File: config.mk
export PLATFORM = sky130hd
export DESIGN_NAME = health_tracker_flat
export DESIGN_NICKNAME = d
export VERILOG_FILES = /design/src/rtl/health_tracker_if.sv /design/src/rtl/health_tracker.sv /design/src/flat_wrapper.sv
export SDC_FILE = /design/constraint.sdc
export NUM_CORES = 1
export LEC_CHECK = 0
export BUFFER_PORTS_ARGS = -buffer_cell sky130_fd_sc_hd__buf_2
export CORE_ASPECT_RATIO = 1.1
export CORE_MARGIN = 4
export CORE_UTILIZATION = 60
export CTS_BUF_LIST = sky130_fd_sc_hd__clkbuf_4 sky130_fd_sc_hd__clkbuf_8
export DETAILED_ROUTE_END_ITERATION = 8
export GPL_TIMING_DRIVEN = 1
export PLACE_DENSITY = 0.78
export SLEW_MARGIN = 5
export SYNTH_ARGS = -nofsm -noshare
export SYNTH_HDL_FRONTEND = slang
export SYNTH_SLANG_ARGS = --single-unit
export TNS_END_PERCENT = 50
File: constraint.sdc
create_clock -name clk_i -period 4.81 [get_ports clk_i]
set_input_delay 0.481 -clock clk_i [delete_from_list [all_inputs] [get_ports clk_i]]
set_output_delay 0.481 -clock clk_i [all_outputs]
set_load 0.02 [all_outputs]
File: src/rtl/health_tracker_if.sv
// Bundles the round-control inputs and the health/result outputs of the
// health tracker so the game top level and the bench wire one object.
interface health_tracker_if;
  logic       start_i;
  logic       hit1_i;
  logic       hit2_i;
  logic [1:0] health1_o;
  logic [1:0] health2_o;
  logic       game_over_o;
  logic [1:0] winner_o;
  logic [1:0] hit_ack_o;

  // Driver side: collision logic / round control
  modport master (
    output start_i, hit1_i, hit2_i,
    input  health1_o, health2_o, game_over_o, winner_o, hit_ack_o
  );

  // Tracker side
  modport slave (
    input  start_i, hit1_i, hit2_i,
    output health1_o, health2_o, game_over_o, winner_o, hit_ack_o
  );
endinterface

File: src/rtl/health_tracker.sv
// Player health tracker: counts hits per player with a per-player
// invincibility cooldown and runs the idle/play/over round state machine.
//
// state  | meaning
// IDLE   | waiting for start; health held at MAX_HEALTH, hits ignored
// PLAY   | round running; rising-edge hits decrement health
// OVER   | round ended; health frozen, winner valid, cooldowns cleared
module health_tracker #(
  parameter int MAX_HEALTH   = 3,
  parameter int HIT_COOLDOWN = 25000000
) (
  input logic               clk_i,
  input logic               rst_i,
  health_tracker_if.slave   bus
);

  localparam int CD_W = (HIT_COOLDOWN < 1) ? 1 : $clog2(HIT_COOLDOWN + 1);
  localparam logic [CD_W-1:0] CD_LOAD = CD_W'(HIT_COOLDOWN);
  localparam logic [1:0] HMAX = 2'(MAX_HEALTH);

  typedef enum logic [1:0] {S_IDLE, S_PLAY, S_OVER} state_t;

  state_t          state_q, state_d;
  logic            hit1_dly_q, hit2_dly_q;
  logic [1:0]      health1_q, health1_d;
  logic [1:0]      health2_q, health2_d;
  logic [CD_W-1:0] cd1_q, cd1_d;
  logic [CD_W-1:0] cd2_q, cd2_d;
  logic            game_over_q, game_over_d;
  logic [1:0]      winner_q, winner_d;
  logic [1:0]      hit_ack_q, hit_ack_d;

  logic rise1, rise2;

  assign rise1 = bus.hit1_i & ~hit1_dly_q;
  assign rise2 = bus.hit2_i & ~hit2_dly_q;

  // State, health, cooldown and registered outputs
  always_ff @(posedge clk_i) begin
    if (rst_i) begin
      state_q     <= S_IDLE;
      hit1_dly_q  <= 1'b0;
      hit2_dly_q  <= 1'b0;
      health1_q   <= HMAX;
      health2_q   <= HMAX;
      cd1_q       <= '0;
      cd2_q       <= '0;
      game_over_q <= 1'b0;
      winner_q    <= 2'b00;
      hit_ack_q   <= 2'b00;
    end else begin
      state_q     <= state_d;
      hit1_dly_q  <= bus.hit1_i;
      hit2_dly_q  <= bus.hit2_i;
      health1_q   <= health1_d;
      health2_q   <= health2_d;
      cd1_q       <= cd1_d;
      cd2_q       <= cd2_d;
      game_over_q <= game_over_d;
      winner_q    <= winner_d;
      hit_ack_q   <= hit_ack_d;
    end
  end

  // Next-state logic: hit acceptance and round transitions
  always_comb begin
    state_d     = state_q;
    health1_d   = health1_q;
    health2_d   = health2_q;
    cd1_d       = (cd1_q != '0) ? cd1_q - 1'b1 : cd1_q;
    cd2_d       = (cd2_q != '0) ? cd2_q - 1'b1 : cd2_q;
    game_over_d = game_over_q;
    winner_d    = winner_q;
    hit_ack_d   = 2'b00;

    case (state_q)
      S_IDLE: begin
        health1_d   = HMAX;
        health2_d   = HMAX;
        game_over_d = 1'b0;
        winner_d    = 2'b00;
        if (bus.start_i) state_d = S_PLAY;
      end

      S_PLAY: begin
        if (rise1 && cd1_q == '0) begin
          health1_d    = (health1_q != 2'd0) ? health1_q - 2'd1 : 2'd0;
          hit_ack_d[0] = 1'b1;
          cd1_d        = CD_LOAD;
        end
        if (rise2 && cd2_q == '0) begin
          health2_d    = (health2_q != 2'd0) ? health2_q - 2'd1 : 2'd0;
          hit_ack_d[1] = 1'b1;
          cd2_d        = CD_LOAD;
        end
        // Decided on post-decrement health so the killing hit ends the round
        if (health1_d == 2'd0 || health2_d == 2'd0) begin
          state_d     = S_OVER;
          game_over_d = 1'b1;
          if (health1_d == 2'd0 && health2_d == 2'd0) winner_d = 2'b11;
          else if (health1_d == 2'd0)                 winner_d = 2'b10;
          else                                        winner_d = 2'b01;
        end
      end

      S_OVER: begin
        cd1_d = '0;
        cd2_d = '0;
        if (bus.start_i) begin
          health1_d   = HMAX;
          health2_d   = HMAX;
          game_over_d = 1'b0;
          winner_d    = 2'b00;
          state_d     = S_PLAY;
        end
      end

      default: state_d = S_IDLE;
    endcase
  end

  assign bus.health1_o   = health1_q;
  assign bus.health2_o   = health2_q;
  assign bus.game_over_o = game_over_q;
  assign bus.winner_o    = winner_q;
  assign bus.hit_ack_o   = hit_ack_q;

endmodule

File: src/flat_wrapper.sv
// flat-port wrapper written by rule: the top's interface ports become plain ports
module health_tracker_flat 
#(
  parameter int MAX_HEALTH   = 3,
  parameter int HIT_COOLDOWN = 25000000
)
  (clk_i, rst_i, bus_start_i, bus_hit1_i, bus_hit2_i, bus_health1_o, bus_health2_o, bus_game_over_o, bus_winner_o, bus_hit_ack_o);
  health_tracker_if bus_i ();
  input logic clk_i;
  input logic rst_i;
  input wire logic [$bits(bus_i.start_i)-1:0] bus_start_i;
  input wire logic [$bits(bus_i.hit1_i)-1:0] bus_hit1_i;
  input wire logic [$bits(bus_i.hit2_i)-1:0] bus_hit2_i;
  output wire logic [$bits(bus_i.health1_o)-1:0] bus_health1_o;
  output wire logic [$bits(bus_i.health2_o)-1:0] bus_health2_o;
  output wire logic [$bits(bus_i.game_over_o)-1:0] bus_game_over_o;
  output wire logic [$bits(bus_i.winner_o)-1:0] bus_winner_o;
  output wire logic [$bits(bus_i.hit_ack_o)-1:0] bus_hit_ack_o;
  assign bus_i.start_i = bus_start_i;
  assign bus_i.hit1_i = bus_hit1_i;
  assign bus_i.hit2_i = bus_hit2_i;
  assign bus_health1_o = bus_i.health1_o;
  assign bus_health2_o = bus_i.health2_o;
  assign bus_game_over_o = bus_i.game_over_o;
  assign bus_winner_o = bus_i.winner_o;
  assign bus_hit_ack_o = bus_i.hit_ack_o;
  health_tracker #(.MAX_HEALTH(MAX_HEALTH), .HIT_COOLDOWN(HIT_COOLDOWN)) u_core (.clk_i(clk_i), .rst_i(rst_i), .bus(bus_i));
endmodule
==> metrics.csv, run 1 <==
metric,value,unit
outcome,"finished, final reports clean",
area grow syn2layout,11.24,%
critical path's slowest cell,nor4_2,
Flop pwr share,28.8,%
clk sinks,63,
DRC violations left,0,
unrepaired setup endpoints after global routing,false,
"Avg Cell Area, Syn",8.718,um^2
Worst-Margin Slew,1041,ps
library cells used by synthesis,53,
pre-CTS setup slack,1928,ps
hpwl dp,5138,um
Setup WS post-layout,1885,ps
grt ovf,0,
min cycle time layout,2925,ps
Final Hold Vio Count,0,
clock skew,11.04,ps
post-cts gate resize count,0,
synth top area cells,"dfxtp_1 39%, a21oi_1 4.0%, or4_1 3.9%",
Worst R2R Path Depth,5,
"Top FF cell, synth",dfxtp_1,
CP top delay family,simple AND/OR/NAND/NOR gates,
fillers,427,
"Clk pin slew, worst setup/hold paths",70,ps
root buf cell,clkbuf_8,
cell internal pwr,1537,uW
syn_nets,386,
vias per std cell,6.296,
relative slew slack,30.07,%
Slew Limit Fails,0,
Mapped Area,3252,um^2
Logic pwr share,49.6,%
post-synthesis compound-gate area fraction,21.78,%
Non-Filler Instances,459,
Critical Path Source Type,flop,
Post-CTS Repair Setup Buffers,0,
Crit. End Element,flop,
wire length of the first global-routing pass,12890,um
Post-DRT Antenna Nets,0,
starting density of the core,63.33,%
asr flop ratio synth,0,%
full die area,6663,um^2
Buf/Inv on CP,0,
largest net degree at the start of global routing,25,
Switching Share,43.41,%
via count,2890,
Synth top area share,38.78,%
CP required,5020,ps
gr usage total,24.05,%
clock power share,21.6,%
Worst Hold Launch,bus_hit1_i,
routed length per placed instance,15.99,um
Inst Count DP,443,
hold depth,2,
period utilization,60.82,%
1st-iter DRT viols,192,
share of layout cells above drive strength 1,11.11,%
register area,1261,um^2
total power,2716,uW
XOR/XNOR Fraction of Synth Area,4.309,%
Final Setup Violations,0,
worst r2r src,u_core.cd2_q[17],
combinational family with the most area after synthesis,simple AND/OR/NAND/NOR gates,
H-tree levels,3,
fmax,0.3418,GHz
register area share after synthesis,38.78,%
adder-cell area share of the yosys netlist,3.078,%
hold endpoint,u_core.hit1_dly_q,
Leak Pwr,0.001295,uW
final wirelength,7341,um
clock latency on the worst-skew pair,350,ps
# rows,27,
"Core Util, Final",70.44,%
flop2flop setup slack,1880,ps
chip height,85.21,um
Layout Nets,395,
number of synthesized flops with an enable pin,0,
ANT cells,0,
die width,78.20,um
Post-CTS Hold Buffers,0,
Power Dens Cells,750.7,nW/um^2
Post-Synth Simple-Gate Area,27.51,%
leading area contributor after synthesis,dfxtp_1,
number of synthesized register bits,63,
HP Class,primary input to flop,
synth warn,0,
drt pass-1 iters,4,
Max Fanout on Critical Path,12,
VDD IR-drop max,0.0004256,V
Max stage delay on crit path,630,ps
WS Path Type,flop to flop,
CTS tree,done,
vias in the first global route,2755,
critical path depth,5,
mux contribution to synthesized area,0.9234,%
initial antenna violation count,0,
CTS buffer count,9,
gpl congestion,0.8298,
placeable core area,5135,um^2
Max Cap Viol,0,
multi-input logic area,1886,um^2
cells along the critical path,"or4_1, nor4_2, nand4_1, nand2_1, o31ai_1",
IO buf count,13,
CP arrival,3130,ps
Mapped Cells,373,
worst reg2reg endpoint,u_core.cd2_q[7],
Sw Pwr,1179,uW
Clock Tree Buf Depth,2,
Final TNS setup,0,ps
Top-Level Pins,14,
[routing by layer]
metal  global-route usage [%]  wire, um  up-vias
met1                    30.73      3361     1358
li1                         -         -     1468
met2                    38.32      3565       48
met3                    3.715       233       16
met5                        0         0        -
met4                    14.31       181        0
[final cells by class]
class | instances | area share (%)
Inverter | 12 | 1.245
Tap cell | 72 | 2.490
Timing Repair Buffer | 15 | 2.214
Multi-Input combinational cell | 281 | 52.13
Clock buffer | 11 | 4.185
Clock inverter | 5 | 2.871
Sequential cell | 63 | 34.87
[logic make-up after synthesis]
family	Yosys count
DFF	63
buffers and inverters	29
AOI/OAI and AO/OA	102
and+or+nand+nor	152
adders and majority gates	8
xor gates and xnor gates	16
muxes	3
[power groups by stage]
| stage | clock, uW | combinational (uW) | sequential (uW) |
|---|---|---|---|
| global placement | 0 | 1300 | 785 |
| detailed placement | 0 | 1330 | 790 |
| floorplan | 0 | 1090 | 757 |
| finish | 586 | 1350 | 782 |
| global route | 614 | 1510 | 805 |
| CTS | 591 | 1340 | 779 |
[flip-flops by register name (all words and copies together) (netlist names)]
| signal | flops |
|---|---|
| u_core.cd2_q | 25 |
| u_core.bus.hit_ack_o | 2 |
| u_core.bus.health2_o | 2 |
| u_core.bus.health1_o | 2 |
| u_core.cd1_q | 25 |
| u_core.hit1_dly_q | 1 |
| u_core.state_q | 2 |
| u_core.bus.winner_o | 2 |
| u_core.hit2_dly_q | 1 |
| u_core.bus.game_over_o | 1 |
[synthesized netlist by cell type, types with 8 or more instances]
master / n
ha_1: 8
dfxtp_1: 63
nand3_1: 9
or3_1: 17
o31ai_1: 12
xnor2_1: 12
clkbuf_1: 14
nor2_1: 25
nor4_1: 9
a211oi_1: 11
nand2_1: 16
nor3_1: 16
nand2b_1: 12
a21oi_1: 26
or4_1: 17
o21ai_0: 11
a31oi_1: 11
inv_1: 12
[how the worst max path moves through the flow]
stage / slack [ps] / endpoint / from
floorplan: 2200 / u_core.cd1_q[23] / u_core.cd1_q[12]
global placement: 2030 / u_core.cd2_q[7] / u_core.cd2_q[17]
detailed placement: 1930 / u_core.cd2_q[7] / u_core.cd2_q[17]
CTS: 1910 / u_core.cd2_q[7] / u_core.cd2_q[17]
global route: 1610 / u_core.cd2_q[7] / u_core.cd2_q[17]
finish: 1880 / u_core.cd2_q[7] / u_core.cd2_q[17]
[metrics by stage]
step | hold slack, ps | cell area, um^2
5_1_grt | 394.0 | 3617
6_report | 370.8 | 3617
4_1_cts | 368.9 | 3617
3_3_place_gp | 473.2 | 3362
3_5_place_dp | 469.3 | 3362
2_1_floorplan | 440.6 | 3252
[placed cells by master, fill, tap and decap left out, drive strengths merged, types with 3 or more instances in the layout]
cell     n
buf     15
clkbuf  11
nor3b    4
nor2b    3
xnor2   12
nand4b   3
ha       8
inv     12
nor3    16
xor2     4
a211oi  11
a21oi   27
or3     17
or4     19
o211ai   3
nand2   16
o21ai   11
a311oi   6
o31ai   12
nand2b  12
nand3    9
nor4    10
mux2i    3
a31oi   11
o41ai    6
bufinv   3
dfxtp   63
nor2    25
nand4    6
[worst reg2reg max path, cell delays in order (launching register included)]
cell     delay, ps
dfxtp_1        370
or4_1          580
nor4_2         630
nand4_1        590
nand2_1        480
o31ai_1        140
(Power assumes the default switching activity.)
==> run 2: changes to the inputs <==
==> constraint.sdc (replaced) <==
create_clock -name clk_i -period 2.8 [get_ports clk_i]
set_input_delay 0.28 -clock clk_i [delete_from_list [all_inputs] [get_ports clk_i]]
set_output_delay 0.28 -clock clk_i [all_outputs]
set_load 0.02 [all_outputs]
==> run 2 against run 1 <==
  * Register-to-register slack got worse by 1700 ps
  * Combinational power is 90% higher
  * Sequential power grew 71%
  * Global-route usage is 0.36 points higher
  * Critical endpoint is now u_core.cd1_q[19]
  * Cell count rose by 4.1%
==> metrics.csv, run 2 (synthesis results as in run 1) <==
metric,value,unit,change
critical path depth,5,,unchanged
area grow syn2layout,14.20,%,
"Clk pin slew, worst setup/hold paths",70,ps,about the same
Crit. End Element,flop,,
gr usage total,24.41,%,+0.36 points
met3 Use GR,4.671,%,+0.96 points
Slew Limit Fails,0,,unchanged
starting density of the core,63.33,%,unchanged
Setup WS post-layout,205.2,ps,-1680 ps
unrepaired setup endpoints after global routing,false,,
H-tree levels,3,,unchanged
share of layout cells above drive strength 1,15.27,%,+4.2 points
drt pass-1 iters,5,,+1
via count,3041,,+5.2%
CTS buffer count,9,,unchanged
Critical Path Source Type,flop,,
most frequent cells in the layout,"63 x dfxtp_1, 26 x a21oi_1, 25 x nor2_1",,
Worst R2R Path Depth,5,,unchanged
Post-DRT Antenna Nets,0,,unchanged
gpl congestion,0.8136,,-2.0%
clock skew,6.977,ps,-4.066 ps
ANT cells,0,,unchanged
Max stage delay on crit path,580,ps,-50 ps
final hold slack,152.3,ps,-218.5 ps
"Core Util, Final",72.32,%,+1.9 points
die width,78.20,um,unchanged
wire length of the first global-routing pass,13020,um,+1.0%
Post-CTS Repair Setup Buffers,0,,unchanged
Crit path top cell by count,or4_1,,
"most common cell after layout, fill and taps aside",dfxtp_1,,
chip height,85.21,um,unchanged
total power,4700,uW,+73%
met2 Use GR,40.81,%,+2.5 points
VDD IR-drop max,0.0008117,V,+91%
vias in the first global route,2879,,+4.5%
# rows,27,,unchanged
CP required,3060,ps,-1960 ps
Final TNS setup,0,ps,unchanged
WS Path Type,flop to flop,,
pre-CTS setup slack,249.0,ps,-1679 ps
initial antenna violation count,0,,unchanged
HP Class,primary input to flop,,
Power Dens Cells,1266,nW/um^2,+69%
Worst-Margin Slew,834.9,ps,-206.1 ps
outcome,"finished, final reports clean",,
IO buf count,13,,unchanged
relative slew slack,44.34,%,+14 points
min cycle time layout,2595,ps,-330.5 ps
Final Setup Violations,0,,unchanged
largest net degree at the start of global routing,25,,unchanged
GRT busiest layer,met2,,
Top-Level Pins,14,,unchanged
routed length per placed instance,16.08,um,+0.54%
CP arrival,2850,ps,-280 ps
Buf/Inv on CP,0,,unchanged
hpwl dp,5396,um,+5.0%
placeable core area,5135,um^2,unchanged
root buf cell,clkbuf_8,,
DRC violations left,0,,unchanged
Max Cap Viol,0,,unchanged
fillers,406,,-4.9%
cells along the critical path,"or4_1, or4_4, or4_1, or3_1, a31oi_1",,
Leak Pwr,0.001361,uW,+5.1%
M1 GR Usage,28.64,%,-2.1 points
vias per std cell,6.362,,+1.0%
clk sinks,63,,unchanged
Layout Nets,414,,+4.8%
1st-iter DRT viols,198,,+3.1%
final wirelength,7686,um,+4.7%
CTS tree,done,,
grt ovf,0,,unchanged
Final Hold Vio Count,0,,unchanged
CP top delay family,simple AND/OR/NAND/NOR gates,,
Max Fanout on Critical Path,9,,-3
clock latency on the worst-skew pair,350,ps,about the same
critical path's slowest cell,or4_1,,
hold depth,2,,unchanged
Clock Tree Buf Depth,2,,unchanged
period utilization,92.67,%,+32 points
fmax,0.3854,GHz,+13%
full die area,6663,um^2,unchanged
biggest regs,"u_core.cd1_q: 25 flops, u_core.cd2_q: 25 flops",,
run 2: cell types whose count changed in the layout (fill, tap and decap cells not counted), sizes merged:
cell      delta
clkbuf       -1
clkinv       +1
bufinv       -2
clkinvlp     +2
buf         +19
run 2: final timing paths:
| path | endpoint | slack, ps | startpoint |
|---|---|---|---|
| setup reg to reg | u_core.cd1_q[19] | 210 | u_core.cd1_q[12] |
| hold reg to reg | u_core.cd1_q[15] | 480 | u_core.cd1_q[15] |
| setup / recovery | u_core.cd1_q[19] | 210 | u_core.cd1_q[12] |
| hold / removal | u_core.hit2_dly_q | 150 | bus_hit2_i |
run 2: layer usage:
layer	vias up	wire [um]
met5	-	0
met3	21	335
met1	1447	3342
met2	72	3788
met4	0	221
li1	1501	-
run 2: worst register-to-register path, stage by stage (launching register included):
cell,delay [ps]
dfxtp_1,350
or4_1,580
or4_4,580
or4_1,520
or3_1,320
a31oi_1,170
run 2: metrics by stage:
| stage | instances | cell area, um^2 |
|---|---|---|
| 2_1_floorplan | 373 | 3252 |
| 3_3_place_gp | 462 | 3505 |
| 3_5_place_dp | 462 | 3505 |
| 4_1_cts | 478 | 3702 |
| 5_1_grt | 478 | 3714 |
| 6_report | 478 | 3714 |
run 2: layout make-up:
cell class	instances	area (um^2)	share of cell area, %
Timing Repair Buffer	34	222.7	5.997
Multi-Input combinational cell	281	1897	51.08
Clock inverter	6	60.06	1.617
Clock buffer	10	137.6	3.706
Tap cell	72	90.09	2.426
Inverter	12	45.04	1.213
Sequential cell	63	1261	33.96
run 2: where the power goes:
| part | internal [uW] | switching (uW) |
|---|---|---|
| clock | 430 | 358 |
| sequential | 1120 | 224 |
| combinational | 1050 | 1510 |
run 2: timing repair:
action                     4_1_cts  5_1_grt
hold buffers                     0        0
setup endpoints to repair        0        1
resized for setup                0        1
==> run 3: changes to the inputs <==
--- a/config.mk
+++ b/config.mk
@@ -8,11 +8,12 @@
 export BUFFER_PORTS_ARGS = -buffer_cell sky130_fd_sc_hd__buf_2
 export CORE_ASPECT_RATIO = 1.1
 export CORE_MARGIN = 4
-export CORE_UTILIZATION = 60
+export CORE_UTILIZATION = 34
 export CTS_BUF_LIST = sky130_fd_sc_hd__clkbuf_4 sky130_fd_sc_hd__clkbuf_8
+export CTS_CLUSTER_SIZE = 24
 export DETAILED_ROUTE_END_ITERATION = 8
 export GPL_TIMING_DRIVEN = 1
-export PLACE_DENSITY = 0.78
+export PLACE_DENSITY = 0.56
 export SLEW_MARGIN = 5
 export SYNTH_ARGS = -nofsm -noshare
 export SYNTH_HDL_FRONTEND = slang
==> run 3 against run 2 <==
  * Critical path type unchanged
  * Power down 2.0%
  * Worst setup slack better by 21 ps
  * Worst hold slack better by 7.9 ps
  * Largest power group unchanged
  * Final area up 0.81%
  * Clock skew up 4.0 ps
  * Routed wire length up 7.4%
  * Non-clock buffer count up 2
  * Die area up 68%
  * First-iteration DRC count down 52%
  * Fmax up 0.80%
  * Combinational power about the same
  * Sequential share of layout area down 0.27 points
==> metrics.csv, run 3 (synthesis results as in run 1) <==
metric,value,unit,change
root buf cell,clkbuf_8,,
Crit. End Element,flop,,
clock skew,11.00,ps,+4.020 ps
Max Cap Viol,0,,unchanged
Slew Limit Fails,0,,unchanged
WS Path Type,flop to flop,,
clock latency on the worst-skew pair,340,ps,about the same
biggest regs,"u_core.cd1_q: 25 flops, u_core.cd2_q: 25 flops",,
Sw Pwr,2091,uW,-0.23%
Worst R2R Path Depth,5,,unchanged
drt pass-1 iters,4,,-1
clock power share,15.0,%,-1.8 points
hpwl dp,5676,um,+5.2%
CTS tree,done,,
Worst Hold Launch,bus_hit2_i,,
post-cts gate resize count,0,,unchanged
CTS buffer count,9,,unchanged
gpl congestion,0.8587,,+5.5%
Final Setup Violations,0,,unchanged
Flop pwr share,29.2,%,+0.6 points
Post-DRT Antenna Nets,0,,unchanged
Post-CTS Repair Setup Buffers,0,,unchanged
Clock Tree Buf Depth,2,,unchanged
CP required,3060,ps,about the same
Switching Share,45.40,%,+0.82 points
pre-CTS setup slack,259.4,ps,+10.46 ps
share of layout cells above drive strength 1,15.48,%,+0.21 points
Final Hold Vio Count,0,,unchanged
"Core Util, Final",40.03,%,-32 points
Logic pwr share,55.8,%,+1.2 points
min cycle time layout,2574,ps,-20.67 ps
Non-Filler Instances,524,,+9.6%
relative slew slack,64.14,%,+20 points
die width,101.2,um,+29%
outcome,"finished, final reports clean",,
flop2flop setup slack,230,ps,+20 ps
vias in the first global route,2936,,+2.0%
most frequent cells in the layout,"63 x dfxtp_1, 26 x a21oi_1, 25 x nor2_1",,
worst r2r src,u_core.cd1_q[12],,
period utilization,91.93,%,-0.74 points
Critical Path Source Type,flop,,
wire length of the first global-routing pass,14040,um,+7.8%
ANT cells,0,,unchanged
1st-iter DRT viols,96,,-52%
register area,1261,um^2,unchanged
gr usage total,15.21,%,-9.2 points
worst reg2reg endpoint,u_core.cd1_q[23],,
final wirelength,8253,um,+7.4%
total power,4605,uW,-2.0%
# rows,37,,+37%
vias per std cell,5.805,,-8.7%
Layout Nets,416,,+0.48%
placeable core area,9351,um^2,+82%
fmax,0.3885,GHz,+0.80%
multi-input logic area,1886,um^2,-0.59%
Post-CTS Hold Buffers,0,,unchanged
H-tree levels,3,,unchanged
Worst-Margin Slew,524.4,ps,-310.5 ps
unrepaired setup endpoints after global routing,false,,
clk sinks,63,,unchanged
starting density of the core,34.77,%,-29 points
critical path launch point,u_core.cd1_q[12],,
CP arrival,2840,ps,about the same
chip height,110.6,um,+30%
grt ovf,0,,unchanged
"most common cell after layout, fill and taps aside",dfxtp_1,,
Leak Pwr,0.001357,uW,-0.33%
IO buf count,13,,unchanged
Top-Level Pins,14,,unchanged
HP Class,primary input to flop,,
Inst Count DP,509,,+10%
routed length per placed instance,15.75,um,-2.0%
Power Dens Cells,1230,nW/um^2,-2.8%
via count,3042,,+0.033%
critical path endpoint,u_core.cd1_q[23],,
fillers,982,,+140%
Max Fanout on Critical Path,9,,unchanged
"Clk pin slew, worst setup/hold paths",70,ps,about the same
initial antenna violation count,0,,unchanged
VDD IR-drop max,0.0004734,V,-42%
cell internal pwr,2514,uW,-3.5%
DRC violations left,0,,unchanged
Final TNS setup,0,ps,unchanged
full die area,11190,um^2,+68%
largest net degree at the start of global routing,18,,-28%
area grow syn2layout,15.12,%,
Setup WS post-layout,225.9,ps,+20.67 ps
-- run 3: final cells by class --
| type | count | share of cell area (%) |
|---|---|---|
| clock buffer | 11 | 3.877 |
| inverter | 12 | 1.203 |
| timing repair buffer | 36 | 6.350 |
| sequential | 63 | 33.69 |
| tap | 117 | 3.910 |
| clock inverter | 4 | 0.6016 |
| multi-input combinational | 281 | 50.37 |
-- run 3: layer usage --
metal,GRT usage [%],share of wire [%]
met4,4.167,0.97
met5,0,0
met3,4.548,4.3
met2,24.04,48
met1,19.97,47
-- run 3: stage by stage --
| stage | hold WS (ps) | area (um^2) |
|---|---|---|
| 6_report | 160.1 | 3744 |
| 5_1_grt | 161.1 | 3744 |
| 4_1_cts | 148.3 | 3744 |
| 3_5_place_dp | 462.6 | 3576 |
| 3_3_place_gp | 460.9 | 3576 |
| 2_1_floorplan | 408.2 | 3252 |
-- run 3: critical path, cell delays in order, from the launching register on --
cell     delay (ps)
dfxtp_1         350
or4_1           580
or4_4           570
or4_4           500
or3_1           370
a21oi_2         130
-- run 3: power groups by stage --
stage               registers [uW]  clock network (uW)  logic, uW
floorplan                     1300                   0       1870
global placement              1350                   0       2490
detailed placement            1350                   0       2540
CTS                           1340                 720       2560
global route                  1380                 775       2840
finish                        1340                 692       2570
-- run 3: worst min-delay path by stage --
stage,end,cells after the start
5_1_grt,u_core.hit2_dly_q,2
6_report,u_core.hit2_dly_q,2
3_3_place_gp,u_core.cd1_q[15],2
2_1_floorplan,u_core.hit1_dly_q,1
4_1_cts,u_core.hit2_dly_q,2
3_5_place_dp,u_core.cd1_q[15],2
